**src/rtl/fetch_issue_unit_pkg.sv**
```systemverilog
// -----------------------------------------------------------------------------
// fetch_issue_unit_pkg
// Shared definitions for the fetch/issue sequencer and the control decoder it
// drives. It holds the opcode constants, the instruction field layout and the
// sequencer state encodings.
// -----------------------------------------------------------------------------
package fetch_issue_unit_pkg;

    // Instruction layout: opcode in the top nibble, operand in the low 12 bits.
    localparam int INSTR_WIDTH   = 16;
    localparam int OPC_WIDTH     = 4;
    localparam int OPERAND_WIDTH = 12;
    localparam int OPC_LSB       = 12;

    // Opcode constants shared with the decoder.
    localparam logic [OPC_WIDTH-1:0] OPC_NOP  = 4'b0101;
    localparam logic [OPC_WIDTH-1:0] OPC_HALT = 4'b0111;

    // Sequencer state encodings. These are plain constants so that older tools
    // and the decoder can share the same values.
    localparam logic [2:0] ST_IDLE   = 3'd0;
    localparam logic [2:0] ST_FETCH  = 3'd1;
    localparam logic [2:0] ST_ISSUE  = 3'd2;
    localparam logic [2:0] ST_HALTED = 3'd3;
    localparam logic [2:0] ST_FAULT  = 3'd4;

endpackage

```
**src/rtl/fetch_issue_unit_fetch_watchdog.sv**
```systemverilog
// -----------------------------------------------------------------------------
// fetch_issue_unit_fetch_watchdog
// This counter bounds how long a fetch may wait for instruction memory. It
// clears while clear is high and counts each cycle that enable is high. The
// expire output is asserted in the LIMIT-th enabled cycle after a clear.
// Ports:
//   clk     in   clock
//   rst     in   synchronous active-high reset
//   clear   in   restart the count from zero
//   enable  in   count this cycle
//   expire  out  high in the final allowed cycle (combinational)
// -----------------------------------------------------------------------------
module fetch_issue_unit_fetch_watchdog #(
    parameter int LIMIT = 16
) (
    input  logic clk,
    input  logic rst,
    input  logic clear,
    input  logic enable,
    output logic expire
);

    localparam int CNT_W = (LIMIT > 1) ? $clog2(LIMIT) : 1;
    localparam logic [CNT_W-1:0] LAST = CNT_W'(LIMIT - 1);

    logic [CNT_W-1:0] count_reg;

    // The count stops at LAST. The owner leaves the waiting state on expire,
    // so the count never needs to wrap.
    always_ff @(posedge clk) begin
        if (rst || clear) begin
            count_reg <= '0;
        end else if (enable && !expire) begin
            count_reg <= count_reg + 1'b1;
        end
    end

    assign expire = enable && (count_reg == LAST);

endmodule

```
**src/rtl/fetch_issue_unit.sv**
```systemverilog
// -----------------------------------------------------------------------------
// fetch_issue_unit
// This block sequences instruction fetch and issue for the control decoder. It
// fetches a word at pc and presents its opcode and operand while issue_valid is
// high. When the instruction retires, the block uses the decoder's ldpc and halt
// results to update pc. It also holds the halted and fetch-timeout fault status.
// Ports:
//   clk, rst                  clock, synchronous active-high reset
//   run                       permit fetching (sampled in IDLE and at retire)
//   imem_req/imem_addr        fetch request and address (= pc)
//   imem_rdata/imem_valid     instruction word and strobe (used in FETCH only)
//   opcode/operand            decoder fields (NOP/0 outside ISSUE)
//   issue_valid               high in ISSUE
//   stall                     downstream busy, holds ISSUE
//   ldpc/halt/pc_target       decoder results, sampled at retire only
//   pc, halted, fault         status
//   instr_count               retired instruction count (wraps)
// -----------------------------------------------------------------------------
module fetch_issue_unit
    import fetch_issue_unit_pkg::*;
#(
    parameter int ADDR_W        = 8,
    parameter int INSTR_W       = 16,
    parameter int RESET_PC      = 0,
    parameter int FETCH_TIMEOUT = 16
) (
    input  logic               clk,
    input  logic               rst,
    input  logic               run,
    output logic               imem_req,
    output logic [ADDR_W-1:0]  imem_addr,
    input  logic [INSTR_W-1:0] imem_rdata,
    input  logic               imem_valid,
    output logic [3:0]         opcode,
    output logic [11:0]        operand,
    output logic               issue_valid,
    input  logic               stall,
    input  logic               ldpc,
    input  logic               halt,
    input  logic [ADDR_W-1:0]  pc_target,
    output logic [ADDR_W-1:0]  pc,
    output logic               halted,
    output logic               fault,
    output logic [31:0]        instr_count
);

    localparam logic [ADDR_W-1:0] PC_INIT = ADDR_W'(RESET_PC);

    logic [2:0]         state_reg, state_next;
    logic [ADDR_W-1:0]  pc_reg, pc_next;
    logic [INSTR_W-1:0] instr_reg, instr_next;
    logic [31:0]        count_reg, count_next;
    logic               wd_expire;

    // The watchdog is held clear outside FETCH. Each FETCH visit therefore
    // starts counting from zero.
    fetch_issue_unit_fetch_watchdog #(
        .LIMIT (FETCH_TIMEOUT)
    ) u_watchdog (
        .clk    (clk),
        .rst    (rst),
        .clear  (state_reg != ST_FETCH),
        .enable (state_reg == ST_FETCH),
        .expire (wd_expire)
    );

    always_comb begin
        state_next = state_reg;
        pc_next    = pc_reg;
        instr_next = instr_reg;
        count_next = count_reg;
        case (state_reg)
            ST_IDLE: begin
                if (run) begin
                    state_next = ST_FETCH;
                end
            end
            ST_FETCH: begin
                // Data arriving in the last allowed cycle still wins over the timeout.
                if (imem_valid) begin
                    instr_next = imem_rdata;
                    state_next = ST_ISSUE;
                end else if (wd_expire) begin
                    state_next = ST_FAULT;
                end
            end
            ST_ISSUE: begin
                if (!stall) begin
                    count_next = count_reg + 32'd1;
                    if (halt) begin
                        // pc keeps pointing at the HALT instruction.
                        state_next = ST_HALTED;
                    end else begin
                        pc_next    = ldpc ? pc_target : pc_reg + 1'b1;
                        state_next = run ? ST_FETCH : ST_IDLE;
                    end
                end
            end
            ST_HALTED, ST_FAULT: begin
                // These states are sticky. Only rst leaves them.
            end
            default: begin
                state_next = ST_IDLE;
            end
        endcase
    end

    always_ff @(posedge clk) begin
        if (rst) begin
            state_reg <= ST_IDLE;
            pc_reg    <= PC_INIT;
            instr_reg <= '0;
            count_reg <= '0;
        end else begin
            state_reg <= state_next;
            pc_reg    <= pc_next;
            instr_reg <= instr_next;
            count_reg <= count_next;
        end
    end

    // Moore outputs decoded from the registered state.
    assign imem_req    = (state_reg == ST_FETCH);
    assign imem_addr   = pc_reg;
    assign issue_valid = (state_reg == ST_ISSUE);
    assign opcode      = issue_valid ? instr_reg[OPC_LSB +: OPC_WIDTH] : OPC_NOP;
    assign operand     = issue_valid ? instr_reg[OPERAND_WIDTH-1:0] : '0;
    assign pc          = pc_reg;
    assign halted      = (state_reg == ST_HALTED);
    assign fault       = (state_reg == ST_FAULT);
    assign instr_count = count_reg;

endmodule

```
**config.mk**
```make
export PLATFORM = sky130hd
export DESIGN_NAME = fetch_issue_unit
export DESIGN_NICKNAME = d
export VERILOG_FILES = /design/src/rtl/fetch_issue_unit_pkg.sv /design/src/rtl/fetch_issue_unit_fetch_watchdog.sv /design/src/rtl/fetch_issue_unit.sv
export SDC_FILE = /design/constraint.sdc
export NUM_CORES = 1
export LEC_CHECK = 0
export CORE_MARGIN = 2
export CORE_UTILIZATION = 40
export CTS_CLUSTER_DIAMETER = 40
export DETAILED_ROUTE_END_ITERATION = 10
export PLACE_DENSITY = 0.7
export SLEW_MARGIN = 20
export SYNTH_ARGS = -nofsm -noshare
export SYNTH_HDL_FRONTEND = slang
export SYNTH_SLANG_ARGS = --single-unit
```
**constraint.sdc**
```tcl
create_clock -name clk -period 3.51 [get_ports clk]
set_clock_uncertainty 0.2 [all_clocks]
set_input_delay 0.8775 -clock clk [delete_from_list [all_inputs] [get_ports clk]]
set_output_delay 0.8775 -clock clk [all_outputs]
set_load 0.05 [all_outputs]
```
==> metrics.csv, run 1 <==
stage;metric;value;unit
run_status;run status;finished, final reports clean;
worst_hold_path;min-delay worst type;reg -> reg;
die;Starting Density;40.93;%
clock_tree;Clock Latency Late Sink;0.35;ns
global_routing;Remaining Overflow, GRT;0;
global_routing;largest net degree at the start of global routing;23;
timing;period utilization;89.34;%
clock_tree;CTS buffer count;9;
timing;Slew Viols, Final;0;
place;dpl hpwl;6009;um
worst_setup_path;WS Path Type;in -> reg;
pwr;switch share;31.49;%
pwr;Power, Total;1.715;mW
synth;Synth Flop Type;dfxtp_1;
clock_tree;CTS root buf;clkbuf_8;
worst_setup_path;slowest CP cell;or4_1;
drt;vias;3221;
pwr;Clock power frac;34.2;%
synth;Yosys top cell area share;40.08;%
clock_tree;CTS tree;yes;
pwr;Internal;1.175;mW
timing;Final setup viols;0;
synth;ys async rst share;0;%
worst_setup_path;crit-path max FO;18;
die;area of the die;8592;um2
worst_setup_path;crit start category;input port;
clock_tree;post-CTS sizing;0;
global_routing;number of global-route vias before repair;3084;
worst_setup_path;crit-path cells;clkdlybuf4s50_1 > or4b_1 > or4_1 > buf_4 > or4_1 > a21oi_1;
timing;Hold Fails Final Rpt;0;
timing;PnR worst setup slack;0.3743;ns
die;# rows;32;
drt;Avg Vias per Cell;5.441;
drt;DRC viols;0;
timing;min cycle time layout;3.136;ns
layout;synth-to-layout area growth;43.58;%
pwr;share of power burned in registers;46.2;%
drt;Antenna Nets Post-Route;0;
worst_setup_path;worst path arrival time;3.22;ns
worst_setup_path;most frequent CP cell;or4_1;
timing;unrepaired setup endpoints after global routing;false;
layout;layout cells sized above 1;10.61;%
clock_tree;Worst-path clk slew;0.08;ns
timing;Fmax achieved;0.3189;GHz
run;Max-Cap Viols;0;
drt;1st-iter DRT viols;156;
pwr;switching pwr;0.5400;mW
die;die width;92.70;um
layout;Filler Cells Inserted;709;
synth;leading cell types by total area after synthesis;dfxtp_1 (40%), a21oi_1 (7.8%), nand2_1 (6.6%), or4_1 (3.8%), o31ai_1 (3.6%);
worst_setup_path;Worst setup EP type;flop;
synth;number of synthesized flops with an enable pin;0;
place;pre-CTS WS;0.01886;ns
clock_tree;H-tree levels;3;
synth;post-synthesis cell type count;46;
timing;worst-margin pin slew;0.7082;ns
worst_setup_path;CP max stage delay;0.54;ns
synth;count leader, synth;dfxtp_1;
timing;post-route setup TNS;0;ns
synth;Syn. warnings;0;
global_routing;initial antenna violation count;0;
pwr;Leakage;1.497;nW
drt;WL final;8351;um
timing;relative slew slack;52.64;%
synth;area leader, netlist;dfxtp_1;
worst_setup_path;Critical Path RT;3.60;ns
pwr;pwr dens;379.6;nW/um2
die;Ports;99;
layout;max reg flops;32;
synth;top cells by count, synth;dfxtp_1 (63), nand2_1 (55), a21oi_1 (49);
synth;sequential element share of the synthesized area;40.08;%
synth;Syn Inst Count;395;
pwr;Max VDD drop;256.7;uV
synth;Mean Syn Cell Area;7.967;um2
die;Core Region;7687;um2
synth;Net Count, Synth;429;
drt;TritonRoute pass-1 iters;4;
layout;fin nets;519;
place;port bufs;98;
pwr;combinational fraction of design power;19.7;%
die;die height;92.70;um
layout;Antenna Diode Count;0;
clock_tree;Clock Sinks;63;
synth;Seq cells post-synth;63;
global_routing;first-pass GRT wire length;13970;um
global_routing;Tot GR Track Use;19.87;%
place;RePlAce Congestion;0.8674;
clock_tree;setup repair bufs after CTS;0;
drt;routed len/inst;14.11;um
clock_tree;hold buffers post-CTS;0;
clock_tree;clk buf depth;2;
synth;Netlist Area Pre-Place;3147;um2
[final cells by class]
cell class              instances  area (um2)  share of cell area, %
multi-input cells             294        1707                  37.77
repair buffers                111        1219                  26.97
clock buffers                  10       137.6                  3.046
inverters                       6       22.52                 0.4985
clock inverters                 6       43.79                 0.9693
flip-flops and latches         63        1261                  27.91
well taps                     102       127.6                  2.825
[cell families (layout without fill, tap and decap cells)]
kind of cell	count (synthesis)	count (layout)	share of synthesized area, %
flops	63	63	40.08
mux	4	4	1.312
compound gates	92	92	17.46
buf+inv	38	133	5.884
simple gates	185	185	31.29
xor+xnor	10	10	2.783
fa+ha+maj	3	3	1.193
[per-stage QoR]
step	hold slack [ns]	cell area, um2	util, %	instances
6_report	0.2506	4518	58.77	592
5_1_grt	0.2805	4518	58.77	592
4_1_cts	0.2522	4518	58.77	592
3_5_place_dp	0.2423	4337	56.41	576
3_3_place_gp	0.2363	4337	56.41	576
2_1_floorplan	0.2312	3147	-	395
[per-layer routing]
| metal | global-route usage (%) | routed length, um | up-vias |
|---|---|---|---|
| met1 | 24.49 | 3736 | 1511 |
| li1 | - | - | 1605 |
| met3 | 6.509 | 609 | 13 |
| met2 | 32.85 | 3879 | 92 |
| met5 | 0 | 0 | - |
| met4 | 6.495 | 126 | 0 |
[path summary, 6_finish.rpt]
check,from,end,slack (ns),cells past startpoint
setup / recovery,stall,instr_count[19],0.37,6
hold / removal,instr_reg[1],instr_reg[1],0.25,2
setup reg to reg,state_reg[1],instr_count[19],0.81,5
hold reg to reg,instr_reg[1],instr_reg[1],0.25,2
[power by group through the flow]
stage / sequential [mW] / clock [mW] / combinational, mW
2_1_floorplan: 0.791 / 0 / 0.226
3_3_place_gp: 0.806 / 0 / 0.336
3_5_place_dp: 0.808 / 0 / 0.339
4_1_cts: 0.791 / 0.600 / 0.340
5_1_grt: 0.797 / 0.625 / 0.372
6_report: 0.792 / 0.586 / 0.337
[cell usage in the layout (no fill, tap or decap), types with 11 or more instances in the layout]
| cell type | n |
|---|---|
| a21oi_1 | 49 |
| and2_1 | 16 |
| buf_12 | 15 |
| buf_4 | 15 |
| clkdlybuf4s50_1 | 80 |
| dfxtp_1 | 63 |
| nand2_1 | 55 |
| nand3_1 | 17 |
| nand4_1 | 13 |
| nor2_1 | 26 |
| o21ai_0 | 11 |
| o31ai_1 | 15 |
| or4_1 | 16 |
[worst max-delay path: cells and delay by family]
| family | cells | cell delay (ns) |
|---|---|---|
| buf+inv | 2 | 0.62 |
| simple gates | 3 | 1.57 |
| compound gates | 1 | 0.15 |
Note: power is estimated with default switching activity, not from simulation.
==> run 2, diff against run 1 <==
--- a/config.mk
+++ b/config.mk
@@ -6,10 +6,10 @@
 export NUM_CORES = 1
 export LEC_CHECK = 0
 export CORE_MARGIN = 2
-export CORE_UTILIZATION = 40
+export CORE_UTILIZATION = 38
 export CTS_CLUSTER_DIAMETER = 40
 export DETAILED_ROUTE_END_ITERATION = 10
-export PLACE_DENSITY = 0.7
+export PLACE_DENSITY = 0.68
 export SLEW_MARGIN = 20
 export SYNTH_ARGS = -nofsm -noshare
 export SYNTH_HDL_FRONTEND = slang
==> run 2 against run 1 <==
- non-clock buffer count shrank 1
- worst setup slack lost 0.048 ns
- final cell count grew 0.34%
- first-iteration DRC count grew 28%
- critical path depth shrank 1
- total power grew 7.9%
- clock power grew 24%
- die area grew 5.0%
- routed wire length shrank 2.9%
- highest routed layer unchanged
==> metrics.csv, run 2 (same netlist as run 1, synthesis figures left out) <==
stage;metric;value;unit;change
die;Starting Density;38.69;%;-2.2 points
run_status;run status;finished, final reports clean;;
worst_setup_path;CP max stage delay;0.76;ns;+0.22 ns
worst_setup_path;crit-path cells;clkdlybuf4s50_1 > or4b_1 > or4_1 > or4_1 > a21oi_1;;
worst_setup_path;CP bufs+invs;1;;-1
place;pre-CTS WS;-0.01593;ns;-0.03480 ns
clock_tree;Clock Latency Late Sink;0.33;ns;-0.02 ns
worst_setup_path;Critical Path RT;3.58;ns;-0.02 ns
pwr;Max VDD drop;231.2;uV;-9.9%
clock_tree;CTS buffer count;9;;unchanged
global_routing;first-pass GRT wire length;13410;um;-4.0%
drt;Avg Vias per Cell;5.352;;-1.6%
layout;fin area;4564;um2;+1.0%
die;die height;95;um;+2.5%
pwr;Leakage;1.509;nW;+0.83%
timing;unrepaired setup endpoints after global routing;false;;
layout;layout cells sized above 1;10.43;%;-0.18 points
pwr;Power, Total;1.850;mW;+7.9%
die;Core Region;8134;um2;+5.8%
worst_setup_path;Setup crit end;instr_count[28];;
global_routing;initial antenna violation count;0;;unchanged
timing;worst-margin pin slew;0.6558;ns;-0.05239 ns
die;Ports;99;;unchanged
global_routing;largest net degree at the start of global routing;30;;+30%
worst_hold_path;min-delay worst type;reg -> reg;;
layout;synth-to-layout area growth;45.05;%;
layout;non-filler instance count after layout;594;;+0.34%
place;dpl hpwl;5726;um;-4.7%
worst_setup_path;CP delay by family, top;simple AND/OR/NAND/NOR gates;;
place;RePlAce Congestion;0.8325;;-4.0%
drt;routed len/inst;13.65;um;-3.2%
layout;Final Util;56.11;%;-2.7 points
die;# rows;33;;+3.1%
clock_tree;CTS root buf;clkbuf_8;;
place;port bufs;98;;unchanged
layout;Antenna Diode Count;0;;unchanged
die;die width;95;um;+2.5%
worst_setup_path;critical path launch point;stall;;
place;placed cells;578;;+0.35%
worst_setup_path;worst path arrival time;3.25;ns;+0.03 ns
worst_setup_path;crit-path max FO;13;;-5
timing;Hold Fails Final Rpt;0;;unchanged
timing;minimum hold slack;0.2504;ns;-0.0002000 ns
worst_setup_path;Worst setup EP type;flop;;
clock_tree;H-tree levels;3;;unchanged
timing;relative slew slack;56.14;%;+3.5 points
die;area of the die;9025;um2;+5.0%
drt;1st-iter DRT viols;199;;+28%
worst_setup_path;most frequent CP cell;or4_1;;
drt;Antenna Nets Post-Route;0;;unchanged
worst_hold_path;worst hold start;instr_reg[13];;
global_routing;Tot GR Track Use;18.69;%;-1.2 points
place;dpl cell area;4333;um2;about the same
global_routing;Remaining Overflow, GRT;0;;unchanged
worst_setup_path;crit start category;input port;;
clock_tree;Clock Sinks;63;;unchanged
worst_setup_path;reg2reg start;state_reg[1];;
worst_setup_path;slowest CP cell;or4_1;;
clock_tree;CTS tree;yes;;
clock_tree;hold buffers post-CTS;0;;unchanged
worst_setup_path;cell depth of the worst setup path;5;;-1
layout;most frequent cells in the layout;clkdlybuf4s50_1 (80), dfxtp_1 (63), nand2_1 (55);;
run;Max-Cap Viols;0;;unchanged
global_routing;number of global-route vias before repair;2811;;-8.9%
worst_setup_path;WS Path Type;in -> reg;;
worst_setup_path;R2R cell count;4;;-1
timing;post-route setup TNS;0;ns;unchanged
clock_tree;post-CTS sizing;0;;unchanged
timing;period utilization;90.71;%;+1.4 points
drt;TritonRoute pass-1 iters;4;;unchanged
drt;WL final;8108;um;-2.9%
pwr;pwr dens;405.3;nW/um2;+6.8%
drt;DRC viols;0;;unchanged
layout;fin nets;518;;-0.19%
timing;Slew Viols, Final;0;;unchanged
worst_setup_path;worst reg-to-reg setup slack;0.79;ns;-0.02 ns
clock_tree;Worst-path clk slew;0.07;ns;about the same
clock_tree;clk buf depth;2;;unchanged
timing;Fmax achieved;0.3141;GHz;-1.5%
timing;min cycle time layout;3.184;ns;+0.04825 ns
timing;Final setup viols;0;;unchanged
layout;commonest non-fill, non-tap cell in the layout;clkdlybuf4s50_1;;
worst_setup_path;worst r2r dst;instr_count[28];;
timing;PnR worst setup slack;0.3260;ns;-0.04825 ns
clock_tree;setup repair bufs after CTS;0;;unchanged
drt;vias;3179;;-1.3%
layout;max reg flops;32;;unchanged
run 2: changes by cell type in the layout (fill, tap and decap cells not counted):
cell        change
clkinv_4        -1
clkbuf_8        +1
inv_6           -2
clkinv_2        -1
bufinv_16       +2
buf_4           -1
clkinvlp_4      +1
run 2: final cells by class:
class                           count  area (um2)
Fill cell                         751        3570
Multi-Input combinational cell    294        1707
Sequential cell                    63        1261
Timing Repair Buffer              110        1211
Clock buffer                       11       151.4
Tap cell                          105       131.4
Clock inverter                      5       80.08
Inverter                            6       22.52
run 2: layer usage:
layer / global-route usage, % / vias to the layer above / part of all wire (%) / routed length (um)
li1: - / 1603 / - / -
met1: 23.65 / 1487 / 44 / 3599
met2: 30.02 / 83 / 48 / 3932
met3: 6.464 / 6 / 6.2 / 502
met4: 5.676 / 0 / 0.90 / 73
met5: 0 / - / 0 / 0
run 2: worst min path at each step:
stage,to,slack (ns),cells after the start
after detailed placement,instr_reg[13],0.24,2
final,instr_reg[13],0.25,2
after global placement,instr_reg[5],0.24,2
after floorplan,instr_reg[12],0.23,2
after global routing,instr_reg[13],0.27,2
after CTS,instr_reg[13],0.25,2
run 2: power breakdown:
part | internal (mW) | switching (mW) | total [mW]
combinational | 0.143 | 0.190 | 0.334
clock | 0.437 | 0.289 | 0.726
sequential | 0.751 | 0.0393 | 0.790
total | 1.33 | 0.518 | 1.85
run 2: tightest hold or removal path: cells and delay by family (launching register included):
family	cells	cell delay [ns]
DFF	1	0.31
AOI/OAI and AO/OA	1	0.05
and+or+nand+nor	1	0.05
